$ cat src/rtl/quad_port_pkg.sv
// rtl/quad_port_pkg.sv - shared types and the per-beat sum helper
//   sum_t   : 11-bit signed per-beat sum
//   entry_t : packed FIFO entry {e, f, g, h, sum}
//   state_t : FIFO controller state {ST_EMPTY, ST_PARTIAL, ST_FULL}
//   quad_sum: zext(e) + sext(f) + sext(g) + sext(h) in 11 bits
package quad_port_pkg;

  localparam int SUM_W = 11;

  typedef logic signed [SUM_W-1:0] sum_t;

  typedef struct packed {
    logic        [7:0] e;
    logic signed [7:0] f;
    logic signed [7:0] g;
    logic signed [7:0] h;
    sum_t              sum;
  } entry_t;

  typedef enum logic [1:0] {
    ST_EMPTY   = 2'd0,
    ST_PARTIAL = 2'd1,
    ST_FULL    = 2'd2
  } state_t;

  // Range is -384..636, so 11 bits never overflow. The size casts extend
  // according to the operand's own signedness: e zero-extends, f/g/h sign-extend.
  function automatic sum_t quad_sum(input logic        [7:0] a,
                                    input logic signed [7:0] b,
                                    input logic signed [7:0] c,
                                    input logic signed [7:0] d);
    return sum_t'({3'b000, a}) + sum_t'(b) + sum_t'(c) + sum_t'(d);
  endfunction

endpackage

$ cat src/rtl/quad_port_fifo.sv
// rtl/quad_port_fifo.sv - first-word-fall-through FIFO of entry_t
//   clk, rst          : clock, synchronous active-high reset
//   wr_valid/wr_ready : write handshake, wr_data is the entry to store
//   rd_valid/rd_ready : read handshake, rd_data is the head entry
module quad_port_fifo
  import quad_port_pkg::*;
#(
  parameter int DEPTH = 4
) (
  input  logic   clk,
  input  logic   rst,
  input  logic   wr_valid,
  output logic   wr_ready,
  input  entry_t wr_data,
  output logic   rd_valid,
  input  logic   rd_ready,
  output entry_t rd_data
);

  localparam int AW = (DEPTH > 1) ? $clog2(DEPTH) : 1;
  localparam int CW = $clog2(DEPTH + 1);
  localparam logic [CW-1:0] FULL_CNT = CW'(DEPTH);
  localparam logic [CW-1:0] LAST_CNT = CW'(DEPTH - 1);
  localparam logic [CW-1:0] ONE_CNT  = CW'(1);

  entry_t          mem [DEPTH];
  logic [AW-1:0]   wr_ptr;
  logic [AW-1:0]   rd_ptr;
  logic [CW-1:0]   count;
  state_t          state;
  state_t          state_nxt;
  logic            push;
  logic            pop;

  // Head comes straight from storage; there is no empty bypass, so a write
  // into an empty FIFO is visible only after the edge that stores it.
  assign rd_valid = (state != ST_EMPTY);
  assign rd_data  = mem[rd_ptr];
  // A full FIFO still accepts when the head leaves in the same cycle.
  assign wr_ready = (state != ST_FULL) || (rd_valid && rd_ready);
  assign push     = wr_valid && wr_ready;
  assign pop      = rd_valid && rd_ready;

  always_ff @(posedge clk) begin
    if (rst) begin
      state  <= ST_EMPTY;
      count  <= '0;
      wr_ptr <= '0;
      rd_ptr <= '0;
    end else begin
      state <= state_nxt;
      if (push) begin
        wr_ptr <= wr_ptr + 1'b1;
      end
      if (pop) begin
        rd_ptr <= rd_ptr + 1'b1;
      end
      case ({push, pop})
        2'b10:   count <= count + 1'b1;
        2'b01:   count <= count - 1'b1;
        default: count <= count;
      endcase
    end
  end

  // Storage needs no reset: entries are only observable while rd_valid.
  always_ff @(posedge clk) begin
    if (push) begin
      mem[wr_ptr] <= wr_data;
    end
  end

  always_comb begin
    state_nxt = state;
    case (state)
      ST_EMPTY: begin
        if (push) begin
          state_nxt = (DEPTH == 1) ? ST_FULL : ST_PARTIAL;
        end
      end
      ST_PARTIAL: begin
        if (push && !pop && (count == LAST_CNT)) begin
          state_nxt = ST_FULL;
        end else if (pop && !push && (count == ONE_CNT)) begin
          state_nxt = ST_EMPTY;
        end
      end
      ST_FULL: begin
        if (pop && !push) begin
          state_nxt = (DEPTH == 1) ? ST_EMPTY : ST_PARTIAL;
        end
      end
      default: state_nxt = ST_EMPTY;
    endcase
  end

  // count is kept alongside the state so the PARTIAL edges are decidable;
  // state and count always agree on empty/full.
  logic unused_full_cnt;
  assign unused_full_cnt = (count == FULL_CNT);

endmodule

$ cat src/rtl/quad_port_collector.sv
// rtl/quad_port_collector.sv - per-beat sum, buffering FIFO, running total
//   clk, rst                  : clock, synchronous active-high reset
//   in_valid/in_ready, e..h   : producer beat (e unsigned, f/g/h signed)
//   out_valid/out_ready       : sink handshake on the FIFO head
//   out_e..out_h, out_sum     : head operands and its 11-bit signed sum
//   acc                       : wrapping signed total of accepted sums
//   beat_cnt                  : accepted beat count, wraps
//   ovf                       : sticky, push attempted while not ready
module quad_port_collector
  import quad_port_pkg::*;
#(
  parameter int DEPTH = 4,
  parameter int ACC_W = 16
) (
  input  logic                    clk,
  input  logic                    rst,
  input  logic                    in_valid,
  output logic                    in_ready,
  input  logic              [7:0] e,
  input  logic signed       [7:0] f,
  input  logic signed       [7:0] g,
  input  logic signed       [7:0] h,
  output logic                    out_valid,
  input  logic                    out_ready,
  output logic              [7:0] out_e,
  output logic signed       [7:0] out_f,
  output logic signed       [7:0] out_g,
  output logic signed       [7:0] out_h,
  output logic signed      [10:0] out_sum,
  output logic signed [ACC_W-1:0] acc,
  output logic             [15:0] beat_cnt,
  output logic                    ovf
);

  sum_t   beat_sum;
  entry_t wr_entry;
  entry_t head;
  logic   accept;

  assign beat_sum = quad_sum(e, f, g, h);
  assign accept   = in_valid && in_ready;

  always_comb begin
    wr_entry     = '0;
    wr_entry.e   = e;
    wr_entry.f   = f;
    wr_entry.g   = g;
    wr_entry.h   = h;
    wr_entry.sum = beat_sum;
  end

  quad_port_fifo #(
    .DEPTH (DEPTH)
  ) u_fifo (
    .clk      (clk),
    .rst      (rst),
    .wr_valid (in_valid),
    .wr_ready (in_ready),
    .wr_data  (wr_entry),
    .rd_valid (out_valid),
    .rd_ready (out_ready),
    .rd_data  (head)
  );

  assign out_e   = head.e;
  assign out_f   = head.f;
  assign out_g   = head.g;
  assign out_h   = head.h;
  assign out_sum = head.sum;

  // The size cast sign-extends the signed sum; the add wraps modulo 2^ACC_W.
  always_ff @(posedge clk) begin
    if (rst) begin
      acc      <= '0;
      beat_cnt <= '0;
      ovf      <= 1'b0;
    end else begin
      if (accept) begin
        acc      <= acc + ACC_W'(beat_sum);
        beat_cnt <= beat_cnt + 16'd1;
      end
      if (in_valid && !in_ready) begin
        ovf <= 1'b1;
      end
    end
  end

endmodule

$ cat config.mk
export PLATFORM = sky130hd
export DESIGN_NAME = quad_port_collector
export DESIGN_NICKNAME = d
export VERILOG_FILES = /design/src/rtl/quad_port_pkg.sv /design/src/rtl/quad_port_fifo.sv /design/src/rtl/quad_port_collector.sv
export SDC_FILE = /design/constraint.sdc
export NUM_CORES = 1
export LEC_CHECK = 0
export ABC_AREA = 1
export CAP_MARGIN = 40
export CORE_MARGIN = 5
export CORE_UTILIZATION = 60
export CTS_CLUSTER_SIZE = 12
export DETAILED_ROUTE_END_ITERATION = 8
export PLACE_DENSITY = 0.86
export SYNTH_ARGS = -nofsm -noshare
export SYNTH_HDL_FRONTEND = slang
export SYNTH_SLANG_ARGS = --single-unit
$ cat constraint.sdc
create_clock -name clk -period 13.36 [get_ports clk]
set_input_delay 2.672 -clock clk [delete_from_list [all_inputs] [get_ports clk]]
set_output_delay 2.672 -clock clk [all_outputs]
set_load 0.03 [all_outputs]
==> results_dict.tcl, run 1 <==
set metrics [dict create \
    status "finished, final reports clean" \
    syn-cell-area_um2 10000 \
    drt_pass1_iterations 5 \
    cp_top_family "adder cells" \
    setup_viol 0 \
    die_h_um 139 \
    routed_wl_mm 22.9 \
    maxCapViolations 0 \
    end_kind "flip-flop" \
    timing_worst_setup_path_type "in -> reg" \
    pre_cts_slack_ps 6130 \
    cts_num_sinks 216 \
    dpl_cell_area_um2 11400 \
    p_total_mw 2.16 \
    num_rows 47 \
    cp_slowest_cell "clkdlybuf4s50_1" \
    synth_cell_types 36 \
    antennaDiodeCount 0 \
    rsz0062_at_grt "false" \
    drc 0 \
    gp_congestion 0.909 \
    max_freq_mhz 147 \
    crit_chain "clkdlybuf4s50_1, inv_1, fa_1, fa_1, inv_1, ha_1, fa_1, nand3_1, nand2_1, nand4_1, o211ai_1, xor2_1, ha_1, nand2_1, inv_1, nand2_1, nand2_1, a21oi_1, nand2_2, nand3_1, nand3_1, nand2_1, inv_1, nor2_1" \
    utilization_pct 73.1 \
    drtAntennaViolNets 0 \
    hold_ws_ps 477 \
    cts_resized 0 \
    path_buf_inv 5 \
    grt_pass1_vias 7080 \
    clockBufferDepth 3 \
    synth.area.top_cells "edfxtp_1, dfxtp_1, nor2_1, o21ai_0, ha_1" \
    period_share_pct 51.0 \
    hold_viol 0 \
    power.density_nw_per_um2 179 \
    ys.flop_type "edfxtp_1" \
    worstPathRequired_ps 13810 \
    synth_top_area_cell "edfxtp_1" \
    holdBufCountCts 0 \
    die_area_um2 19300 \
    coreArea_um2 16500 \
    die_x_um 139 \
    grt_max_degree 88 \
    cpPeakStageDelay_ps 540 \
    timing.slew.headroom_pct 41.4 \
    p_leak_nw 4.71 \
    synth_enable_flop_cells 172 \
    gr-usage-all-layers_pct 23.4 \
    min_path_type "reg -> reg" \
    vias 7179 \
    yosysWarnings 0 \
    finalNonFillerCells 1288 \
    nets 1145 \
    dp_hpwl_mm 14.3 \
    final_cell_area_um2 12000 \
    synth-async-reset-ratio_pct 0 \
    synthCells 939 \
    fin_ws_ps 6550 \
    crit_top_cell "nand2_1" \
    syn_nets 1033 \
    maxSlewViolCount 0 \
    cts_max_level 1 \
    min_period_ps 6810 \
    tightest_slew_ps 879 \
    cts_tree "done" \
    ios 114 \
    overflow 0 \
    synth_top_area_share_pct 51.7 \
    path_max_fanout 5 \
    area_growth_pct 20.4 \
    vdd_drop_max_mv 0.168 \
    path_clk_slew_ps 60 \
    critPathLaunchType "input pin" \
    cts-root-buf "clkbuf_16" \
    finalSetupTns_ps 0 \
    drive_gt1_share_pct 6.09 \
    synth_common_cells "edfxtp_1, nor2_1, inv_1, o21ai_0, nand2_1" \
    post-place-cells 1246 \
    antenna_found_initial 0 \
    vias_per_cell 5.57 \
    wl_per_cell_um 17.8 \
    grt_first_pass_wirelength_mm 36.6 \
    drt_iter0_drc 626 \
    numCtsBuffers 23 \
    syn_avg_cell_area_um2 10.6 \
    skew_ps 20.5 \
    clock_latency_ps 510 \
    cp.arrival_ps 7260 \
    yosys_register_bits 216 \
    ys_seq_area_share_pct 60.5 \
    portBuffers 113 \
    synth.most_common_cell "edfxtp_1" \
    start_util_pct 60.7 \
    post-cts-setup-buffers 0 \
]
## layout by cell type (no fill, tap or decap), types with 25 or more instances in the layout
| master | synthesis | routed |
|---|---|---|
| clkdlybuf4s50_1 | 0 | 113 |
| nand3_1 | 25 | 25 |
| dfxtp_1 | 44 | 43 |
| edfxtp_1 | 172 | 172 |
| ha_1 | 40 | 40 |
| o21ai_0 | 103 | 103 |
| inv_1 | 111 | 110 |
| o22ai_1 | 43 | 43 |
| nor2_1 | 155 | 151 |
| a21oi_1 | 40 | 40 |
| nand2_1 | 76 | 76 |
## path summary, 6_finish.rpt
path         depth (start not counted)               end             from  slack (ps)
max reg2reg                          5  u_fifo.mem[0][2]  u_fifo.state[0]       10910
max                                 24           acc[15]             f[1]        6550
min reg2reg                          2      beat_cnt[15]     beat_cnt[15]         480
min                                  2      beat_cnt[15]     beat_cnt[15]         480
## final cells by class
class                           count  area (um2)
Inverter                          116         435
Multi-Input combinational cell    572        3390
Tap cell                          220         275
Sequential cell                   216        6050
Timing Repair Buffer              122        1210
Clock buffer                       36         639
Clock inverter                      6        37.5
Fill cell                        1067        4430
## worst register-to-register path, delay by kind of cell (launching register included)
kind	cells	cell delay, ps
buffers and inverters	2	550
DFF	1	350
and+or+nand+nor	3	1210
## power breakdown
| group | switching, mW | internal, mW | total, mW |
|---|---|---|---|
| Combinational | 0.473 | 0.271 | 0.744 |
| Clock | 0.242 | 0.330 | 0.572 |
| Sequential | 0.0326 | 0.810 | 0.843 |
## cell families (layout without fill, tap and decap cells)
kind of cell               Yosys count  in the layout  synth area share [%]
xor gates and xnor gates            22             22                  1.93
buffers and inverters              151            280                  5.88
and+or+nand+nor                    286            286                  11.9
DFF                                216            216                  60.5
AOI/OAI and AO/OA                  206            206                  11.2
adders and majority gates           58             58                  8.61
## registers in the layout (all words and copies together), names as in the netlist, named ones only
| register | flops |
|---|---|
| acc | 16 |
| ovf | 1 |
| beat_cnt | 16 |
| u_fifo.wr_ptr | 2 |
| u_fifo.state | 2 |
| u_fifo.count | 3 |
| u_fifo.rd_ptr | 2 |
| u_fifo.mem | 172 |
## per-layer routing
layer / part of all wire, % / GRT usage, % / vias up
met3: 7.1 / 3.52 / 43
met5: 0 / 0 / -
met4: 2.1 / 6.64 / 0
met1: 41 / 31.0 / 3414
met2: 50 / 40.6 / 279
li1: - / - / 3443
(Power assumes the default switching activity.)
==> inputs of run 2 (changes only) <==
--- a/config.mk
+++ b/config.mk
@@ -8,10 +8,10 @@
 export ABC_AREA = 1
 export CAP_MARGIN = 40
 export CORE_MARGIN = 5
-export CORE_UTILIZATION = 60
+export CORE_UTILIZATION = 56
 export CTS_CLUSTER_SIZE = 12
 export DETAILED_ROUTE_END_ITERATION = 8
-export PLACE_DENSITY = 0.86
+export PLACE_DENSITY = 0.82
 export SYNTH_ARGS = -nofsm -noshare
 export SYNTH_HDL_FRONTEND = slang
 export SYNTH_SLANG_ARGS = --single-unit
==> constraint.sdc (replaced) <==
create_clock -name clk -period 6.9 [get_ports clk]
set_input_delay 1.38 -clock clk [delete_from_list [all_inputs] [get_ports clk]]
set_output_delay 1.38 -clock clk [all_outputs]
set_load 0.03 [all_outputs]
==> run 2 against run 1 <==
  * Sequential power up 93%
  * Critical path depth grew 2
  * Die area is 6.6% higher
  * Core utilization fell by 4.2 points
  * Design area is 0.26% lower
  * Total power is 92% higher
  * Register-to-register slack got worse by 6200 ps
==> results_dict.tcl, run 2 (synthesis gave the netlist of run 1 again) <==
set metrics [dict create \
    period_share_pct 79.3 \
    cts_tree "done" \
    timing.slew.headroom_pct 42.4 \
    r2r_cells 9 \
    rsz0062_at_grt "false" \
    status "finished, final reports clean" \
    setup_viol 0 \
    pre_cts_slack_ps 982 \
    top_usage_layer "met2" \
    holdBufCountCts 0 \
    dpl_cell_area_um2 11400 \
    path_max_fanout 5 \
    area_growth_pct 20.1 \
    maxCapViolations 0 \
    final_cell_area_um2 12000 \
    p_total_mw 4.13 \
    clockBufferDepth 3 \
    critPathLaunchType "input pin" \
    routed_wl_mm 22.7 \
    gr-usage-all-layers_pct 22.1 \
    portBuffers 113 \
    final_cell_mix "edfxtp_1, nor2_1, clkdlybuf4s50_1" \
    use_met3_pct 3.29 \
    timing_worst_setup_path_type "in -> reg" \
    fin_ws_ps 1430 \
    coreArea_um2 17400 \
    gp_congestion 0.914 \
    grt_util_met2_pct 37.0 \
    min_to "beat_cnt[15]" \
    largest_register "u_fifo.mem" \
    ios 114 \
    vdd_drop_max_mv 0.270 \
    num_rows 48 \
    skew_ps 10.1 \
    p_leak_nw 4.69 \
    grtUsageMet1_pct 30.4 \
    tightest_slew_ps 863 \
    path_clk_slew_ps 60 \
    antennaDiodeCount 0 \
    worstPathRequired_ps 7290 \
    grt_first_pass_wirelength_mm 36.2 \
    dp_hpwl_mm 14.3 \
    nets 1145 \
    holdCritStartpoint "beat_cnt[15]" \
    layout_commonest_cell "edfxtp_1" \
    end_kind "flip-flop" \
    drt_pass1_iterations 5 \
    power.density_nw_per_um2 344 \
    cts_resized 0 \
    post-cts-setup-buffers 0 \
    finalSetupTns_ps 0 \
    die_x_um 144 \
    drt_iter0_drc 510 \
    reg2reg_slack_ps 4670 \
    cts-root-buf "clkbuf_16" \
    largest_reg_flops 172 \
    die_h_um 144 \
    min_period_ps 5470 \
    numCtsBuffers 23 \
    grt_max_degree 88 \
    overflow 0 \
    r2r-end "beat_cnt[15]" \
    top_regs "u_fifo.mem: 172 flops, acc: 16 flops, beat_cnt: 16 flops" \
    grt_pass1_vias 7037 \
    drive_gt1_share_pct 5.55 \
    r2r-start "u_fifo.state[0]" \
    hold_viol 0 \
    drtAntennaViolNets 0 \
    cts_max_level 1 \
    drc 0 \
    min_path_cells 2 \
    vias_per_cell 5.62 \
    antenna_found_initial 0 \
    start_util_pct 57.4 \
    cts_num_sinks 216 \
    max_freq_mhz 183 \
    clock_latency_ps 490 \
    maxSlewViolCount 0 \
    vias 7241 \
    min_path_type "reg -> reg" \
    cp.arrival_ps 5860 \
    wl_per_cell_um 17.6 \
    die_area_um2 20600 \
]
run 2: final cells by class:
class                      count  area, um2
sequential                   216       6050
multi-input combinational    572       3390
fill                        1215       5410
timing repair buffer         122       1200
inverter                     116        435
clock buffer                  30        612
tap                          225        282
clock inverter                 8       35.0
run 2: routing by layer:
metal | share of wire [%] | routed length, um
met1 | 41 | 9400
met2 | 49 | 11200
met3 | 7.1 | 1620
met4 | 2.3 | 512
met5 | 0 | 0
run 2: where the power goes:
| part | switching, mW | internal, mW | total [mW] | leakage, nW |
|---|---|---|---|---|
| clock network | 0.457 | 0.617 | 1.07 | 0.311 |
| registers | 0.0597 | 1.57 | 1.63 | 1.94 |
| logic | 0.909 | 0.523 | 1.43 | 2.43 |
run 2: worst max-delay path by stage:
| stage | to | cells past startpoint | start | slack [ps] |
|---|---|---|---|---|
| floorplan | acc[15] | 25 | e[1] | 1960 |
| CTS | acc[15] | 24 | e[1] | 1440 |
| finish | acc[15] | 26 | e[1] | 1430 |
| global placement | acc[13] | 23 | e[1] | 1090 |
| global route | acc[15] | 24 | e[1] | 1110 |
| detailed placement | acc[15] | 26 | f[1] | 980 |
run 2: stage by stage:
| step | cells | hold WS, ps | utilization [%] |
|---|---|---|---|
| 2_1_floorplan | 939 | 444 | - |
| 3_3_place_gp | 1251 | 451 | 65.2 |
| 3_5_place_dp | 1251 | 460 | 65.2 |
| 4_1_cts | 1289 | 469 | 68.9 |
| 5_1_grt | 1289 | 493 | 68.9 |
| 6_report | 1289 | 466 | 68.9 |
run 2: critical path, stage by stage:
cell and delay (ps):
clkdlybuf4s50_1 550, inv_1 100, fa_1 520, fa_1 530
inv_1 50, ha_1 240, fa_1 410, nand3_1 100
nand2_1 90, a21oi_1 150, nor2_1 60, nor2_1 110
xor2_1 150, inv_1 110, ha_1 380, nand2_1 110
inv_2 90, nand2_1 60, nor3_2 120, nand2_2 70
nand2_2 70, nand3_1 110, nand3_1 110, nand2_1 70
inv_1 50, nor2_1 40
==> inputs of run 3 (changes only) <==
--- a/config.mk
+++ b/config.mk
@@ -8,10 +8,10 @@
 export ABC_AREA = 1
 export CAP_MARGIN = 40
 export CORE_MARGIN = 5
-export CORE_UTILIZATION = 56
+export CORE_UTILIZATION = 51
 export CTS_CLUSTER_SIZE = 12
 export DETAILED_ROUTE_END_ITERATION = 8
-export PLACE_DENSITY = 0.82
+export PLACE_DENSITY = 0.78
 export SYNTH_ARGS = -nofsm -noshare
 export SYNTH_HDL_FRONTEND = slang
 export SYNTH_SLANG_ARGS = --single-unit
==> constraint.sdc (replaced) <==
create_clock -name clk -period 4.8 [get_ports clk]
set_input_delay 0.96 -clock clk [delete_from_list [all_inputs] [get_ports clk]]
set_output_delay 0.96 -clock clk [all_outputs]
set_load 0.03 [all_outputs]
==> run 3 against run 2 <==
  * Via count increased by 2.3%
  * Critical endpoint unchanged
  * First-iteration DRC count decreased by 12%
  * Flip-flop and latch count unchanged
  * Clock power is 50% higher
  * Design area rose by 6.3%
==> results_dict.tcl, run 3 (synthesis gave the netlist of run 1 again) <==
set metrics [dict create \
    nets 1213 \
    cp_top_family "adder cells" \
    finalNonFillerCells 1399 \
    min_path_type "reg -> reg" \
    cp.arrival_ps 5020 \
    r2r-end "beat_cnt[15]" \
    min_period_ps 4580 \
    clock_power_share_pct 24.5 \
    gr-usage-all-layers_pct 20.7 \
    crit_top_cell "nand2_1" \
    largest_register "u_fifo.mem" \
    vias_per_cell 5.29 \
    crit_end "acc[15]" \
    layout_commonest_cell "edfxtp_1" \
    end_kind "flip-flop" \
    vias 7406 \
    hold_viol 0 \
    p_leak_nw 5.10 \
    start_util_pct 51.5 \
    combPwrFrac_pct 39.7 \
    cp_slowest_cell "fa_1" \
    crit_chain "clkdlybuf4s50_1, inv_2, fa_2, fa_1, inv_2, ha_4, buf_4, nand3_1, nand2_2, nand4_1, o211ai_1, xor2_2, ha_4, nand2_1, inv_1, nand2_1, nand2_1, a21oi_2, nand2_2, nand3_1, nand3_1, nand2_1, inv_1, nor2_1" \
    die_area_um2 22500 \
    antenna_found_initial 0 \
    skew_ps 7.98 \
    num_rows 51 \
    critPathLaunchType "input pin" \
    maxCapViolations 0 \
    antennaDiodeCount 0 \
    p_switching_mw 2.22 \
    grt_max_degree 53 \
    holdBufCountCts 0 \
    final_cell_mix "edfxtp_1, nor2_1, inv_1" \
    die_x_um 150 \
    max_freq_mhz 218 \
    r2r-start "u_fifo.state[0]" \
    status "finished, final reports clean" \
    overflow 0 \
    largest_reg_flops 172 \
    period_share_pct 95.4 \
    drt_iter0_drc 451 \
    routed_wl_mm 23.4 \
    tightest_slew_ps 823 \
    drc 0 \
    clockBufferDepth 3 \
    pre_cts_slack_ps -603 \
    ios 114 \
    maxSlewViolCount 0 \
    setup_viol 0 \
    clock_latency_ps 510 \
    post-place-cells 1355 \
    path_max_fanout 5 \
    grt_pass1_vias 7231 \
    path_buf_inv 6 \
    crit_start "f[4]" \
    dpl_cell_area_um2 11900 \
    min_path_cells 2 \
    fin_ws_ps 222 \
    intPower_mw 4.37 \
    vdd_drop_max_mv 0.526 \
    r2r_cells 9 \
    fillers 1480 \
    top_regs "u_fifo.mem: 172 flops, acc: 16 flops, beat_cnt: 16 flops" \
    final_cell_area_um2 12800 \
    p_total_mw 6.59 \
    cts_num_sinks 216 \
    cts_max_level 1 \
    path_clk_slew_ps 60 \
    cpPeakStageDelay_ps 550 \
    timing.slew.headroom_pct 45.1 \
    drt_pass1_iterations 5 \
    hold_ws_ps 476 \
    coreArea_um2 19400 \
    drtAntennaViolNets 0 \
    wl_per_cell_um 16.8 \
    worst-path-stages 24 \
    portBuffers 113 \
    seq_power_share_pct 35.8 \
    area_growth_pct 27.6 \
    die_h_um 150 \
    power.density_nw_per_um2 517 \
    reg2reg_slack_ps 2560 \
    cts_tree "done" \
    timing_worst_setup_path_type "in -> reg" \
    numCtsBuffers 23 \
    grt_first_pass_wirelength_mm 36.7 \
    gp_congestion 0.887 \
    dp_hpwl_mm 14.8 \
    swShare_pct 33.7 \
    drive_gt1_share_pct 13.8 \
    worstPathRequired_ps 5240 \
    cts-root-buf "clkbuf_16" \
]
-- run 3: changes by cell type in the layout (fill, tap and decap cells not counted), sizes merged, moves of 2 or more --
cell,delta
dlymetal6s2s,+8
clkinv,-4
clkbuf,+3
buf,+68
dlygate4sd2,+2
clkdlybuf4s50,-10
-- run 3: layer usage --
| layer | global-route usage, % | part of all wire, % |
|---|---|---|
| met5 | 0 | 0 |
| met4 | 5.86 | 2.1 |
| met3 | 2.94 | 6.6 |
| met2 | 35.1 | 50 |
| met1 | 27.8 | 42 |
-- run 3: timing repair --
item / 4_1_cts / 5_1_grt
setup endpoints to repair: 4 / 10
gates resized for setup: 5 / 34
gates cloned: 0 / 0
pin swaps: 0 / 8
buffers inserted: 0 / 4
-- run 3: final cells by class --
cell class	instances	area (um2)	area share, %
Sequential cell	216	6050	47.4
Multi-Input combinational cell	572	3530	27.7
Clock buffer	33	613	4.81
Clock inverter	7	65.1	0.510
Timing Repair Buffer	190	1730	13.5
Tap cell	265	332	2.60
Inverter	116	438	3.43
-- run 3: worst min-delay path by stage --
stage | startpoint | end | slack [ps]
after floorplan | u_fifo.rd_ptr[0] | flip-flop | 440
after global placement | beat_cnt[15] | beat_cnt[15] | 450
after detailed placement | beat_cnt[15] | beat_cnt[15] | 460
after CTS | ovf | ovf | 480
after global routing | u_fifo.rd_ptr[0] | u_fifo.rd_ptr[0] | 500
final | ovf | ovf | 480
-- run 3: per-stage QoR --
stage,util (%),setup TNS [ps]
finish,65.8,0
global route,65.8,-1.67
CTS,64.8,0
detailed placement,61.3,-4980
global placement,61.3,-3640
floorplan,-,0
-- run 3: power groups by stage --
| stage | combinational [mW] | sequential, mW | clock [mW] |
|---|---|---|---|
| floorplan | 1.34 | 2.46 | 0 |
| global placement | 2.37 | 2.38 | 0 |
| detailed placement | 2.41 | 2.38 | 0 |
| CTS | 2.44 | 2.35 | 1.64 |
| global route | 2.88 | 2.37 | 1.72 |
| finish | 2.62 | 2.36 | 1.61 |
-- run 3: tightest hold or removal path: cells and delay by family (launching register included) --
family / cells / cell delay [ps]
AOI/OAI and AO/OA: 1 / 50
and+or+nand+nor: 1 / 70
DFF: 1 / 320
